`config.mk`:
```
export PLATFORM = sky130hd
export DESIGN_NAME = nes_pad_reader_flat
export DESIGN_NICKNAME = d
export VERILOG_FILES = /design/src/rtl/nes_pad_reader_pkg.sv /design/src/rtl/nes_pad_reader_if.sv /design/src/rtl/nes_pad_reader_poll_timer.sv /design/src/rtl/nes_pad_reader.sv /design/src/flat_wrapper.sv
export SDC_FILE = /design/constraint.sdc
export NUM_CORES = 1
export LEC_CHECK = 0
export CAP_MARGIN = 20
export CORE_MARGIN = 5
export CORE_UTILIZATION = 35
export DETAILED_ROUTE_END_ITERATION = 7
export PLACE_DENSITY_LB_ADDON = 0.1
export REMOVE_ABC_BUFFERS = 1
export SLEW_MARGIN = 10
export SYNTH_ARGS = -nofsm -noshare
export SYNTH_HDL_FRONTEND = slang
export SYNTH_HIERARCHICAL = 1
export SYNTH_SLANG_ARGS = --single-unit
export TNS_END_PERCENT = 50
```
`constraint.sdc`:
```
create_clock -name clk -period 4 [get_ports clk]
set_input_delay 1.2 -clock clk [delete_from_list [all_inputs] [get_ports clk]]
set_output_delay 1.2 -clock clk [all_outputs]
set_load 0.02 [all_outputs]
```
`src/rtl/nes_pad_reader_pkg.sv`:
```
// Shared constants and types for the NES controller front end.
// Button bit positions match the game's nesin vector {right,left,down,up,start,select,b,a}.
package nes_pkg;

   localparam int BTN_A      = 0;
   localparam int BTN_B      = 1;
   localparam int BTN_SELECT = 2;
   localparam int BTN_START  = 3;
   localparam int BTN_UP     = 4;
   localparam int BTN_DOWN   = 5;
   localparam int BTN_LEFT   = 6;
   localparam int BTN_RIGHT  = 7;

   // 50 MHz system clock: 12 us latch, 6 us half period, 60 Hz poll
   localparam int DEF_LATCH_CYC = 600;
   localparam int DEF_HALF_CYC  = 300;
   localparam int DEF_POLL_CYC  = 833333;

   typedef enum logic [2:0] {
      IDLE   = 3'd0,
      LATCH  = 3'd1,
      CLK_HI = 3'd2,
      CLK_LO = 3'd3,
      DONE   = 3'd4
   } state_e;

   function automatic int max_int(input int a, input int b);
      return (a > b) ? a : b;
   endfunction

endpackage

```
`src/rtl/nes_pad_reader_if.sv`:
```
// Controller-side wires plus the published button vector of the pad reader.
// master = the reader itself, slave = the controller/consumer side.
interface nes_pad_if;
   logic       data;
   logic       latch;
   logic       nes_clk;
   logic [7:0] buttons;
   logic       valid;
   logic [7:0] press;

   modport master (input data, output latch, nes_clk, buttons, valid, press);
   modport slave  (output data, input latch, nes_clk, buttons, valid, press);
endinterface

```
`src/rtl/nes_pad_reader_poll_timer.sv`:
```
// Free-running 0..POLL_CYC-1 divider; frame_start_o is high while the count is 0.
module nes_poll_timer
   import nes_pkg::*;
#(
   parameter int POLL_CYC = DEF_POLL_CYC
) (
   input  logic clk,
   input  logic rst,
   output logic frame_start_o
);

   localparam int CNT_W = (POLL_CYC > 1) ? $clog2(POLL_CYC) : 1;

   logic [CNT_W-1:0] cnt_q, cnt_d;

   always_comb begin
      cnt_d = (cnt_q == CNT_W'(POLL_CYC - 1)) ? '0 : cnt_q + CNT_W'(1);
   end

   // NOTE: sequential state uses <= so every flop samples pre-edge values.
   always_ff @(posedge clk or posedge rst) begin
      if (rst) cnt_q <= '0;
      else     cnt_q <= cnt_d;
   end

   // Count is 0 on the first edge after reset, so the first frame starts at once
   assign frame_start_o = (cnt_q == '0);

endmodule

```
`src/rtl/nes_pad_reader.sv`:
```
// NES controller serial reader: drives latch/nes_clk, shifts in 8 active-low bits
// and publishes an active-high button vector with one-cycle valid/press flags.
module nes_pad_reader
   import nes_pkg::*;
#(
   parameter int LATCH_CYC = DEF_LATCH_CYC,
   parameter int HALF_CYC  = DEF_HALF_CYC,
   parameter int POLL_CYC  = DEF_POLL_CYC
) (
   input  logic      clk,
   input  logic      rst,
   nes_pad_if.master pad
);

   localparam int PH_MAX = max_int(LATCH_CYC, HALF_CYC);
   localparam int PH_W   = (PH_MAX > 1) ? $clog2(PH_MAX) : 1;

   logic            frame_start;
   state_e          state_q, state_d;
   logic [PH_W-1:0] phase_q, phase_d;
   logic [2:0]      idx_q, idx_d;
   logic [7:0]      shift_q, shift_d;
   logic            latch_q, latch_d;
   logic            nes_clk_q, nes_clk_d;
   logic [7:0]      buttons_q, buttons_d;
   logic            valid_q, valid_d;
   logic [7:0]      press_q, press_d;
   logic            phase_last;

   nes_poll_timer #(.POLL_CYC(POLL_CYC)) u_poll_timer (
      .clk           (clk),
      .rst           (rst),
      .frame_start_o (frame_start)
   );

   assign phase_last = (state_q == LATCH) ? (phase_q == PH_W'(LATCH_CYC - 1))
                                          : (phase_q == PH_W'(HALF_CYC - 1));

   always_comb begin
      // NOTE: every next-state signal gets a default first, so no path infers a latch.
      state_d   = state_q;
      phase_d   = '0;
      idx_d     = idx_q;
      shift_d   = shift_q;
      latch_d   = latch_q;
      nes_clk_d = nes_clk_q;
      buttons_d = buttons_q;
      valid_d   = 1'b0;
      press_d   = 8'h00;

      case (state_q)
         IDLE: begin
            if (frame_start) begin
               state_d = LATCH;
               latch_d = 1'b1;
            end
         end
         LATCH: begin
            if (phase_last) begin
               shift_d[0] = ~pad.data;
               idx_d      = 3'd1;
               latch_d    = 1'b0;
               nes_clk_d  = 1'b1;
               state_d    = CLK_HI;
            end else begin
               phase_d = phase_q + PH_W'(1);
            end
         end
         CLK_HI: begin
            if (phase_last) begin
               nes_clk_d = 1'b0;
               state_d   = CLK_LO;
            end else begin
               phase_d = phase_q + PH_W'(1);
            end
         end
         CLK_LO: begin
            if (phase_last) begin
               shift_d[idx_q] = ~pad.data;
               if (idx_q == 3'd7) begin
                  // Publish on entry so valid is high for the single DONE cycle
                  buttons_d = shift_d;
                  press_d   = shift_d & ~buttons_q;
                  valid_d   = 1'b1;
                  state_d   = DONE;
               end else begin
                  idx_d     = idx_q + 3'd1;
                  nes_clk_d = 1'b1;
                  state_d   = CLK_HI;
               end
            end else begin
               phase_d = phase_q + PH_W'(1);
            end
         end
         DONE: begin
            idx_d   = 3'd0;
            state_d = IDLE;
         end
         default: state_d = IDLE;
      endcase
   end

   always_ff @(posedge clk or posedge rst) begin
      if (rst) begin
         state_q   <= IDLE;
         phase_q   <= '0;
         idx_q     <= 3'd0;
         shift_q   <= 8'h00;
         latch_q   <= 1'b0;
         nes_clk_q <= 1'b0;
         buttons_q <= 8'h00;
         valid_q   <= 1'b0;
         press_q   <= 8'h00;
      end else begin
         state_q   <= state_d;
         phase_q   <= phase_d;
         idx_q     <= idx_d;
         shift_q   <= shift_d;
         latch_q   <= latch_d;
         nes_clk_q <= nes_clk_d;
         buttons_q <= buttons_d;
         valid_q   <= valid_d;
         press_q   <= press_d;
      end
   end

   assign pad.latch   = latch_q;
   assign pad.nes_clk = nes_clk_q;
   assign pad.buttons = buttons_q;
   assign pad.valid   = valid_q;
   assign pad.press   = press_q;

endmodule

```
`src/flat_wrapper.sv`:
```
// flat-port wrapper written by rule: the top's interface ports become plain ports
module nes_pad_reader_flat import nes_pkg::*;
#(
   parameter int LATCH_CYC = DEF_LATCH_CYC,
   parameter int HALF_CYC  = DEF_HALF_CYC,
   parameter int POLL_CYC  = DEF_POLL_CYC
)
  (clk, rst, pad_data, pad_latch, pad_nes_clk, pad_buttons, pad_valid, pad_press);
  nes_pad_if pad_i ();
  input  logic clk;
  input  logic rst;
  input wire logic [$bits(pad_i.data)-1:0] pad_data;
  output wire logic [$bits(pad_i.latch)-1:0] pad_latch;
  output wire logic [$bits(pad_i.nes_clk)-1:0] pad_nes_clk;
  output wire logic [$bits(pad_i.buttons)-1:0] pad_buttons;
  output wire logic [$bits(pad_i.valid)-1:0] pad_valid;
  output wire logic [$bits(pad_i.press)-1:0] pad_press;
  assign pad_i.data = pad_data;
  assign pad_latch = pad_i.latch;
  assign pad_nes_clk = pad_i.nes_clk;
  assign pad_buttons = pad_i.buttons;
  assign pad_valid = pad_i.valid;
  assign pad_press = pad_i.press;
  nes_pad_reader #(.LATCH_CYC(LATCH_CYC), .HALF_CYC(HALF_CYC), .POLL_CYC(POLL_CYC)) u_core (.clk(clk), .rst(rst), .pad(pad_i));
endmodule
```
==> results of run 1 <==
-- through the flow --
step                  util  cells
floorplan                -    305
global placement    0.3855    437
detailed placement  0.3855    437
CTS                 0.4045    453
global route        0.4045    453
finish              0.4045    453
-- worst min path at each step --
stage,start,endpoint,slack [ns],depth (start not counted)
2_1_floorplan,u_core/phase_q[0],u_core/phase_q[0],0.44,1
5_1_grt,u_core/pad.buttons[7],u_core/pad.press[7],0.47,1
6_report,u_core/pad.buttons[7],u_core/pad.press[7],0.45,1
3_3_place_gp,u_core/pad.buttons[2],u_core/pad.press[2],0.44,1
4_1_cts,u_core/pad.buttons[7],u_core/pad.press[7],0.45,1
3_5_place_dp,u_core/pad.buttons[7],u_core/pad.press[7],0.45,1
-- layout make-up --
type                       count  area, um2  share of cell area
clock buffer                   9      123.9             0.03346
clock inverter                 7      50.05             0.01352
inverter                      18      67.56             0.01825
multi-input combinational    224       1535              0.4147
sequential                    63       1577              0.4258
tap                          111      138.9             0.03751
timing repair buffer          21      210.2             0.05678
-- cell families after synthesis --
logic type	after synthesis
buffers and inverters	34
AO/OA/AOI/OAI	31
adder cells (fa/ha/maj)	5
AND/OR/NAND/NOR	146
flip-flops	63
XOR/XNOR	25
multiplexers	17
-- registers in the layout (all words and copies together) (netlist names) --
signal,cells
u_core/pad.valid,1
u_core/phase_q,10
u_core/idx_q,3
u_core/pad.press,8
u_core/pad.latch,1
u_core/state_q,3
u_core/pad.nes_clk,1
u_core/u_poll_timer/cnt_q,20
u_core/shift_q,8
u_core/pad.buttons,8
-- metal layers --
layer  vias up  GRT usage
li1       1177          -
met1      1105     0.1761
met2        30     0.1900
met3        10    0.02247
met4         0    0.06027
met5         -          0
-- power breakdown --
part	internal [mW]	leakage [nW]	switching (mW)
clock	0.224	0.0812	0.260
combinational	0.00566	0.676	0.0177
sequential	0.639	0.782	0.00157
total	0.869	1.54	0.279
-- cells in the final DEF (no fill, tap or decap), types with 3 or more instances in the layout --
| cell type | n |
|---|---|
| clkdlybuf4s50_1 | 21 |
| xor2_1 | 8 |
| mux2_2 | 11 |
| xnor2_1 | 17 |
| nand2b_1 | 5 |
| nand2_1 | 24 |
| dfrtp_1 | 63 |
| nand4_1 | 13 |
| nand3b_1 | 4 |
| nor3_1 | 19 |
| inv_1 | 17 |
| clkbuf_8 | 9 |
| a21oi_1 | 6 |
| clkinvlp_4 | 3 |
| a211oi_1 | 3 |
| mux2i_1 | 6 |
| nor2_1 | 29 |
| o21ai_0 | 6 |
| nor3b_1 | 8 |
| ha_1 | 5 |
| nor4_1 | 11 |
| nand3_1 | 10 |
==> impl.org, run 1 <==
** Synthesis
- The compound-gate portion of the synthesized area was 0.07231.
- Post-Synthesis Mean Instance Area :: 10.13 um2
- Sorting the synthesized cells by how often they occur yields 63 x dfrtp_1, 29 x nor2_1, 24 x nand2_1.
- Fraction of the mapped netlist area in adder cells :: 0.01923
- The most used flip-flop cell after synthesis is dfrtp_1.
- Largest family of logic cells by synthesized area :: simple AND/OR/NAND/NOR gates
- Synthesis handed over a netlist of roughly 320 instances.
- Sequential fraction of the synthesis area :: 0.4846
- After synthesis the netlist holds a flip-flop and latch count of 63.
- Post-synth design cell area :: roughly 3300 um2
- Cell with the most instances after synthesis :: dfrtp_1
- Simple-gate share of the synthesized area :: 0.2565
- During synthesis, Yosys emitted a total of 6 warnings.
- Leading post-synthesis cells by cell area :: dfrtp_1 48%, xnor2_1 4.6%, mux2_2 3.8%, nor2_1 3.3%, nor3_1 2.9%
- Of the post-synthesis cell area, the part taken by muxes is 0.05654.
- Post-synth EDFFs :: 0
- In the synthesized netlist the async set-or-reset flop fraction comes to 1.000.
- The netlist uses 53 different library cells.
- Share of the synthesized area in the top cell type :: 0.4846
- Cell type with the largest total area after synthesis :: dfrtp_1
- Synth Area in XOR/XNOR :: 0.06731

** Timing
- Setup TNS :: 0 ns
- RSZ-0062 raised after global routing :: no
- Final Hold Vio Count :: 0
- Between clock sinks in the finished design, the worst skew comes to about 0.011 ns.
- Highest attainable clock frequency :: 396.4 MHz
- Transition at the pin with the smallest max-transition slack :: 0.9218 ns
- Final setup viols :: 0
- Headroom to the max-slew limit came out at 0.3854.
- Fin. max-slew vios :: 0
- Fin crit period :: between 2 and 3 ns
- Of the available clock period, the critical path in the final layout requires 0.6306.
- Post-route worst hold slack :: approximately 0.45 ns
- Setup slack closes at roughly 1.5 ns.

** Drt
- DRT iter0 DRCs :: about 120
- Final WL :: ~6500 um
- The pre-antenna-repair detailed-routing pass consisted of 4 iterations.
- Drt wl/cell :: 14.31 um
- Via Count :: 2322
- Via-per-instance ratio :: a little over 5
- Length of routed wiring on met1 :: 3252 um
- After detailed routing, the number of remaining DRC violations is 0.
- In the detailed route, the total length drawn on met3 is 167 um.
- Post-DRT Antenna Nets :: 0
- In this run the top signal layer used is met4.
- Detailed routing placed a total of about 3000 um of wire on met2.

** Global route
- Number of global-route vias before repair :: between 2k and 2.5k
- The initial antenna violation count came to 0.
- In the global route stage, overall resource usage came out at 0.1264.
- Sum of overflow across all layers after global routing :: 0
- Pin count of the biggest net entering global routing :: between 40 and 50
- Wire length of the first global-routing pass :: ~11000 um

** Die
- Area inside the core boundary :: just over 9000 um2
- Initial Util :: 0.3554
- Count of standard-cell rows :: 35
- Die outline width :: between 100 and 150 um
- I/O pin count :: 22
- From bottom edge to top edge, the die measures about 110 um.
- Die footprint :: about 11000 um2

** Critical path
- Critical Path Fanout Max :: 3
- The most critical setup path has its startpoint at u_core/pad.latch.
- Arrival @ worst endpoint :: roughly 1.3 ns
- In this run the critical register-to-register path is launched from u_core/state_q[1].
- Largest stage delay, worst path :: approximately 0.62 ns
- Worst R2R End :: u_core/state_q[1]
- Worst setup SP type :: flop
- The worst setup path is captured at an output pin.
- In this run the worst setup path terminates at pad_latch.
- In this run the number of cells on the critical path is 1.
- The number of buffers and inverters on the critical path is 1.
- Data required time at the worst endpoint :: between 2 and 3 ns
- CP top delay family :: buffers and inverters
- Critical path cell sequence :: clkdlybuf4s50_1
- In this run the register-to-register setup slack is about 1.5 ns.
- On the critical path, the stage with the largest delay is an instance of clkdlybuf4s50_1.
- The critical path is of the flop to output pin type.
- Length in cells of the worst reg-to-reg path :: 4

** CTS
- Master cell of the clock root buffer :: clkbuf_8
- Register clock-pin slew on the reported worst setup and hold paths :: roughly 0.08 ns
- Number of buffers added for setup after CTS :: 0
- Number of buffers on the longest clock path :: 2
- H-tree depth reported by CTS :: 3
- The clock reaches the later pin of the worst-skew pair after between 0.3 and 0.4 ns.
- The clock net in this run drives a total of 63 sinks.
- In this run, post-CTS hold repair placed 0 buffers.
- Clock buffer count from CTS :: 9
- Number of resized instances in the post-cts repair step :: 0
- TritonCTS clock tree :: built

** Power and ir drop
- Peak supply drop :: approximately 0.11 mV
- Total power :: 1.148 mW
- The analysis attributes to cell leakage a power of 1.539 nW.
- Power Dens Cells :: 310.0 nW/um2

** Finish
- Post-route cell area :: between 3000 and 4000 um2
- After the last flow step, the layout net total stands at ~350.
- Area added between synthesis and finish :: 13.81%
- Antenna diodes :: 0
- Share of final-layout standard cells stronger than drive strength 1 :: 0.1228
- Fill cell total of the finished layout :: between 900 and 1k

** Place
- Count of buffers from port buffering :: 21
- Before CTS, the worst setup slack after placement is about 1.3 ns.
- The HPWL after detailed placement is between 4000 and 5000 um.
- Cell area reported after detailed placement :: 3528 um2
- Placer Congestion :: 0.8189

** Hold path
- Worst hold path type :: flop to flop

** Run
- Number of max-capacitance violations reported :: 0

** Outcome
- The flow ran to the end, and the final reports show no timing, DRC or antenna violations.
(Power assumes the default switching activity.)
==> run 2: changes to the inputs <==
Clock period 4 ns to 2.6 ns, I/O delays scaled along.
==> run 2 against run 1 <==
Net effect:
- die area did not move
- global-route usage rose by 0.90 points
- worst setup slack got worse by 1.0 ns
- final area rose by 3.6%
- clock skew fell by 0.0046 ns
- final cell count rose by 2.2%
- utilization rose by 1.5 points
- power rose by 72%
- critical path depth rose by 4
- sequential power rose by 54%
- register-to-register slack got worse by 1.0 ns
- clock-buffer cell count did not move
- largest cell class unchanged
==> impl.org, run 2 (synthesis results as in run 1) <==
** Outcome
- Run status :: finished, final reports clean (unchanged)

** Drt
- The wire length on met1 came to 3430 um (was 3252 um).
- DRT iter0 DRCs :: 134 (was 122)
- The topmost layer with routed signal wires was met4 (unchanged).
- Via Count :: 2420 (was 2322)
- The met3 wirelength from detailed routing came to 192 um (was 167 um).
- Total DRC errors in the routed layout :: 0 (unchanged)
- The remaining antenna violation count after routing was 0 (unchanged).
- The per-cell routed wire length came to 14.99 um (was 14.31 um).
- The final wirelength is 6941 um (was 6483 um).
- The average vias per placed instance came to 5.227 (was 5.126).
- Routed wl met2 :: 3201 um (was 2924 um)
- The first-pass detailed-route iteration total is 4 (unchanged).

** CTS
- Number of buffers on the longest clock path :: 2 (unchanged)
- Hold-fix buffers at CTS :: 0 (unchanged)
- Total clock sinks :: 63 (unchanged)
- The clock-pin slew of the registers on the worst-case setup and hold paths came to 0.07 ns (was 0.08 ns).
- Number of buffers added for setup after CTS :: 0 (unchanged)
- Worst-skew pair later-pin latency :: 0.33 ns (was 0.34 ns)
- Clock buffer count from CTS :: 9 (unchanged)
- The H-tree level count was 3 (unchanged).
- TritonCTS clock tree :: built (unchanged)
- Master cell of the clock root buffer :: clkbuf_8 (unchanged)
- The post-cts resize count came to 0 (unchanged).

** Timing
- Clock tree skew after final layout :: 0.006935 ns (was 0.01149 ns)
- Transition at the pin with the smallest max-transition slack :: 0.4581 ns (was 0.9218 ns)
- The worst relative slew slack came to 0.6940 (was 0.3854).
- Final setup viols :: 0 (unchanged)
- Of the available clock period, the critical path in the final layout requires 0.8223.
- The count of final max-slew check failures is 0 (unchanged).
- The total negative slack is 0 ns (unchanged).
- Fin crit period :: about 2.1 ns
- The number of hold-slack violations in the final timing report came to 0 (unchanged).
- Highest attainable clock frequency :: 467.7 MHz
- RSZ-0062 raised after global routing: no (unchanged).

** Critical path
- The worst flop-to-flop path endpoint is u_core/pad.buttons[3] (was u_core/state_q[1]).
- Worst setup SP type :: flop (unchanged)
- The maximum fanout along the worst path came to 16 (was 3).
- Critical path cell sequence: ha_1, nand2_1, nor2_1, nand3_2, mux2_2 (was clkdlybuf4s50_1).
- The data arrival at the endpoint of the critical path was 2.36 ns (was 1.32 ns).
- The worst reg2reg path startpoint is u_core/idx_q[2] (was u_core/state_q[1]).
- The standard cell with the maximum stage delay on the critical path is dfrtp_1 (was clkdlybuf4s50_1).
- The category of the critical setup timing path is flop to flop (was flop to output pin).
- The worst reg-to-reg setup slack was 0.46 ns (was 1.50 ns).
- Critical Path Sink Type :: flop (was output pin)
- CP top delay family :: simple AND/OR/NAND/NOR gates (was buffers and inverters)
- The required time of the critical path came to 2.82 ns (was 2.80 ns).
- Number of buffers and inverters on the critical path :: 0 (was 1)
- The depth of the worst register-to-register path was 5 (was 4).
- The delay of the slowest cell on the worst path came to 0.49 ns (was 0.62 ns).

** Finish
- Commonest non-fill, non-tap cells in the layout :: 63 x dfrtp_1, 29 x nor2_1, 24 x nand2_1 (unchanged)
- The register bank with the most flops is u_core/u_poll_timer/cnt_q (unchanged).
- Registers with the most flip-flops: u_core/u_poll_timer/cnt_q: 20 flops, u_core/phase_q: 10 flops (unchanged).
- Antenna diodes :: 0 (unchanged)
- Max reg flops :: 20 (unchanged)
- Area added between synthesis and finish :: 17.92% (was 13.81%)
- Share of final-layout standard cells stronger than drive strength 1 :: 0.1477 (was 0.1228)
- Most common library cell in the layout ignoring fill and taps :: dfrtp_1 (unchanged)
- Area used by sequential logic in the layout :: 1577 um2 (unchanged)
- The number of nets in the final layout is 355 (was 345).
- Fill cell total of the finished layout :: 880 (was 910)
- Area occupied by multi-input gates :: 1535 um2 (unchanged)

** Hold path
- The count of cells along the worst hold path is 1 (unchanged).
- The class of the tightest hold or removal check is flop to flop (unchanged).
- The destination of the worst hold path was u_core/pad.press[2] (was u_core/pad.press[7]).
- The hold path startpoint is u_core/pad.buttons[2] (was u_core/pad.buttons[7]).

** Global route
- The global routing usage summed across all routing layers was 0.1354 (was 0.1264).
- Number of antenna violations at the first check in global routing :: 0 (unchanged)
- Sum of overflow across all layers after global routing :: 0 (unchanged)
- Number of global-route vias before repair :: 2478 (was 2270)
- Wire length of the first global-routing pass :: 12390 um (was 11450 um)
- Pin count of the biggest net entering global routing :: 27 (was 44)

** Die
- The total core area was 9153 um2 (unchanged).
- The initial cell density of the core was 0.3554 (unchanged).
- The die outline area was 11320 um2 (unchanged).
- The site row count came to 35 (unchanged).
- I/O pin count :: 22 (unchanged)
- The die outline width was 106.4 um (unchanged).
- The floorplan die height was 106.4 um (unchanged).

** Power and ir drop
- The internal portion of total power came to 1.538 mW (was 0.8688 mW).
- The sequential power share is 0.500 (was 0.558).
- The power per cell area is 514.2 nW/um2 (was 310.0 nW/um2).
- The largest voltage drop on the vdd net came to 0.1899 mV (was 0.1126 mV).
- The leakage power total was 1.617 nW (was 1.539 nW).
- Combinational cell fraction of total power :: 0.022 (was 0.020)
- Total power :: 1.972 mW (was 1.148 mW)
- Power spent charging and discharging nets :: 0.4346 mW (was 0.2791 mW)
- The share of total power in the clock network came to 0.479 (was 0.422).
- The switching portion of total power was 0.2204 (was 0.2431).

** Place
- Count of buffers from port buffering :: 21 (unchanged)
- Placer Congestion :: 0.8194 (was 0.8189)
- Dpl hpwl :: 4856 um (was 4433 um)

** Run
- The number of violations of the max-capacitance limit was 0 (unchanged).
run 2: cell types whose count changed in the layout (fill, tap and decap cells not counted), sizes merged:
cell	before	now
buf	0	10
bufinv	0	2
clkinv	4	1
inv	18	19
run 2: worst max-delay path by stage:
| stage | startpoint | end | slack, ns | depth (start not counted) |
|---|---|---|---|---|
| after CTS | u_core/idx_q[2] | u_core/pad.buttons[3] | 0.43 | 5 |
| final | u_core/idx_q[2] | u_core/pad.buttons[3] | 0.46 | 5 |
| after global routing | u_core/idx_q[2] | u_core/pad.buttons[1] | 0.22 | 5 |
| after global placement | u_core/idx_q[2] | u_core/pad.buttons[2] | 0.45 | 5 |
| after floorplan | u_core/phase_q[6] | u_core/state_q[1] | 0.47 | 4 |
| after detailed placement | u_core/idx_q[2] | u_core/pad.buttons[3] | 0.45 | 5 |
run 2: power groups by stage:
| stage | logic, mW | registers (mW) | clock network [mW] |
|---|---|---|---|
| after floorplan | 0.0199 | 1.01 | 0 |
| after detailed placement | 0.0457 | 1.00 | 0 |
| after global placement | 0.0451 | 1.00 | 0 |
| after CTS | 0.0458 | 0.985 | 0.983 |
| after global routing | 0.0505 | 0.986 | 1.03 |
| final | 0.0428 | 0.986 | 0.944 |
run 2: layout make-up:
cell class                 instances  area share
clock buffer                       9     0.03229
clock inverter                     7     0.02511
inverter                          18     0.01761
multi-input combinational        224      0.4002
sequential                        63      0.4110
tap                              111     0.03620
timing repair buffer              31     0.07763
run 2: worst register-to-register path, delay by kind of cell (launching register included):
family | cells | cell delay, ns
AND/OR/NAND/NOR | 3 | 0.83
adder cells (fa/ha/maj) | 1 | 0.31
multiplexers | 1 | 0.40
flip-flops | 1 | 0.49
run 2: routing by layer:
layer / vias to the layer above / track usage
met5: - / 0
met3: 10 / 0.02732
met4: 0 / 0.06210
met2: 38 / 0.2109
li1: 1187 / -
met1: 1185 / 0.1813
run 2: metrics by stage:
step	hold WS, ns	setup slack, ns	std cells	area (um2)	utilization
4_1_cts	0.4522	0.4301	463	3836	0.4191
3_3_place_gp	0.4395	0.4477	447	3616	0.3951
5_1_grt	0.4771	0.2208	463	3836	0.4191
6_report	0.4541	0.4621	463	3836	0.4191
3_5_place_dp	0.4426	0.4466	447	3616	0.3951
2_1_floorplan	0.4435	0.4743	305	3179	-
==> run 3: changes to the inputs <==
Clock period 2.6 ns to 2 ns, I/O delays scaled along.
==> run 3 against run 2 <==
Net effect:
- combinational power up 34%
- global-route usage up 0.094 points
- wire length up 2.0%
- power up 26%
- utilization up 2.0 points
- via count up 3.5%
- non-clock buffer count up 24
- highest routed layer unchanged
==> impl.org, run 3 (synthesis results as in run 1) <==
** Drt
- Total iterations of the first detailed-routing run :: 4 (unchanged)
- The total DRC errors in the routed layout is 0 (unchanged).
- The number of violations reported at the end of detailed-routing iteration 0 was 90 (was 134).
- The average vias per placed instance came to 5.142 (was 5.227).
- The overall via count from detail_route is 2504 (was 2420).
- Drt wl/cell :: 14.54 um (was 14.99 um)
- Final WL :: 7079 um (was 6941 um)
- The remaining antenna violation count after routing is 0 (unchanged).

** Timing
- The smallest hold slack is 0.4511 ns (was 0.4541 ns).
- Final setup viols :: 0 (unchanged)
- The post-route fraction of the period consumed by the critical path was 0.9733 (was 0.8223).
- The post-layout minimum cycle time came to 1.947 ns (was 2.138 ns).
- The worst relative slew slack came to 0.7013 (was 0.6940).
- The fmax came to 513.7 MHz (was 467.7 MHz).
- The number of hold-slack violations in the final timing report was 0 (unchanged).
- The actual transition at the worst max-transition pin was 0.4471 ns (was 0.4581 ns).
- The setup clock skew after layout was 0.01069 ns (was 0.006935 ns).
- RSZ-0062 raised after global routing :: yes (was no)
- Fin. max-slew vios :: 0 (unchanged)

** Die
- Count of standard-cell rows :: 35 (unchanged)
- Initial Util :: 0.3554 (unchanged)
- The floorplan die height is 106.4 um (unchanged).
- The die outline area came to 11320 um2 (unchanged).
- Die outline width :: 106.4 um (unchanged)
- I/O pin count :: 22 (unchanged)
- Area inside the core boundary :: 9153 um2 (unchanged)

** CTS
- The clock sink count was 63 (unchanged).
- The clock-pin slew of the registers on the worst-case setup and hold paths came to 0.08 ns (was 0.07 ns).
- H-tree depth reported by CTS :: 3 (unchanged)
- The total clock buffers created by CTS came to 9 (unchanged).
- Number of buffers on the longest clock path :: 2 (unchanged)
- The clock tree root driver cell was clkbuf_8 (unchanged).
- The later-pin clock latency in the skew report was 0.34 ns (was 0.33 ns).
- TritonCTS clock tree :: built (unchanged)
- Hold-fix buffers at CTS :: 0 (unchanged)

** Finish
- The final cell count without fillers is 487 (was 463).
- Registers with the most flip-flops :: u_core/u_poll_timer/cnt_q: 20 flops, u_core/phase_q: 10 flops (unchanged)
- The fraction of layout instances using a drive strength above 1 was 0.2048 (was 0.1477).
- Most common library cell in the layout ignoring fill and taps :: dfrtp_1 (unchanged)
- Commonest non-fill, non-tap cells in the layout: 63 x dfrtp_1, 33 x buf_4, 29 x nor2_1 (was 63 x dfrtp_1, 29 x nor2_1, 24 x nand2_1).
- The flip-flop count of the largest register, all copies and words added is 20 (unchanged).
- The register bank with the most flops is u_core/u_poll_timer/cnt_q (unchanged).
- The number of nets in the final layout was 379 (was 355).
- The diode insertion count for antenna repair came to 0 (unchanged).
- The signed area change from the synthesized netlist to the final layout was 23.62% (was 17.92%).

** Critical path
- Critical Path Sink Type :: flop (unchanged)
- Worst setup SP type :: flop (unchanged)
- Beginning of the worst register-to-register path :: u_core/phase_q[6] (was u_core/idx_q[2])
- The depth of the worst register-to-register path is 4 (was 5).
- The start point of the critical path is u_core/phase_q[6] (was u_core/idx_q[2]).
- Worst setup path category :: flop to flop (unchanged)
- The maximum fanout along the worst path came to 5 (was 16).
- Data required time at the worst endpoint :: 2.21 ns (was 2.82 ns)
- The data arrival at the endpoint of the critical path is 2.16 ns (was 2.36 ns).

** Power and ir drop
- Peak supply drop :: 0.2605 mV (was 0.1899 mV)
- The leakage power total came to 1.749 nW (was 1.617 nW).
- The power per cell area came to 619.8 nW/um2 (was 514.2 nW/um2).

** Hold path
- Worst Hold Path Cells :: 1 (unchanged)
- Hold_sp :: u_core/pad.buttons[3] (was u_core/pad.buttons[2])
- Worst hold path type :: flop to flop (unchanged)

** Place
- Dpl hpwl :: 5073 um (was 4856 um)
- The number of instances in the placed design was 470 (was 447).
- The count of input and output buffers is 21 (unchanged).
- The final weighted congestion in routability-driven placement was 0.7954 (was 0.8194).

** Run
- Number of max-capacitance violations reported :: 0 (unchanged)

** Outcome
- Run status: finished, final reports clean (unchanged).

** Global route
- Wire length of the first global-routing pass :: 12280 um (was 12390 um)
- The number of global-route vias before repair is 2469 (was 2478).
- The maximum number of pins on one net before global-route repair was 29 (was 27).
- The initial antenna violation count is 0 (unchanged).
- Total Routing Usage GR :: 0.1363 (was 0.1354)
- Sum of overflow across all layers after global routing :: 0 (unchanged)
==> run 3: cell type report <==
type                       count  area [um2]
clock buffer                  10       137.6
clock inverter                 6       70.07
fill                         881        5131
inverter                      18       67.56
multi-input combinational    224        1550
sequential                    63        1577
tap                          111       138.9
timing repair buffer          55       480.5
==> run 3: report_power, final <==
group          total (mW)  internal, mW  switching [mW]
clock network        1.15         0.613           0.541
registers            1.28          1.28         0.00295
logic              0.0572        0.0191          0.0381
total                2.49          1.91           0.582
==> run 3: worst paths after layout <==
| kind | endpoint | slack [ns] |
|---|---|---|
| setup / recovery | u_core/idx_q[2] | 0.05 |
| hold / removal | u_core/pad.press[3] | 0.45 |
| setup reg to reg | u_core/idx_q[2] | 0.05 |
| hold reg to reg | u_core/pad.press[3] | 0.45 |
| max in group asynchronous | u_core/phase_q[5] | 0.95 |
| min in group asynchronous | u_core/pad.press[4] | 0.57 |
==> run 3: what timing repair did <==
item                       CTS  global route
buffers inserted             0             1
setup endpoints to repair    0             6
resized for setup            0             3
==> run 3: per-layer routing <==
metal,part of all wire,global-route usage,vias up
li1,-,-,1239
met2,0.46,0.2090,41
met3,0.036,0.02793,13
met5,0,0,-
met4,0.020,0.06484,0
met1,0.48,0.1841,1211
==> run 3: critical path: stages (launching register included) <==
cell       delay [ns]
dfrtp_1          0.41
or3b_4           0.44
or4_4            0.48
a2111oi_4        0.34
o32ai_1          0.15
==> run 3: metrics by stage <==
step                area [um2]  setup slack, ns   TNS, ns  total power, mW  utilization
finish                    4021          0.05349         0            2.493       0.4394
global placement          3789          0.03327         0            1.365       0.4139
detailed placement        3789          0.01958         0            1.366       0.4139
global route              4021         -0.03167  -0.06608            2.597       0.4394
floorplan                 3179          -0.1257   -0.6251            1.334            -
CTS                       3996          0.01969         0            2.536       0.4366
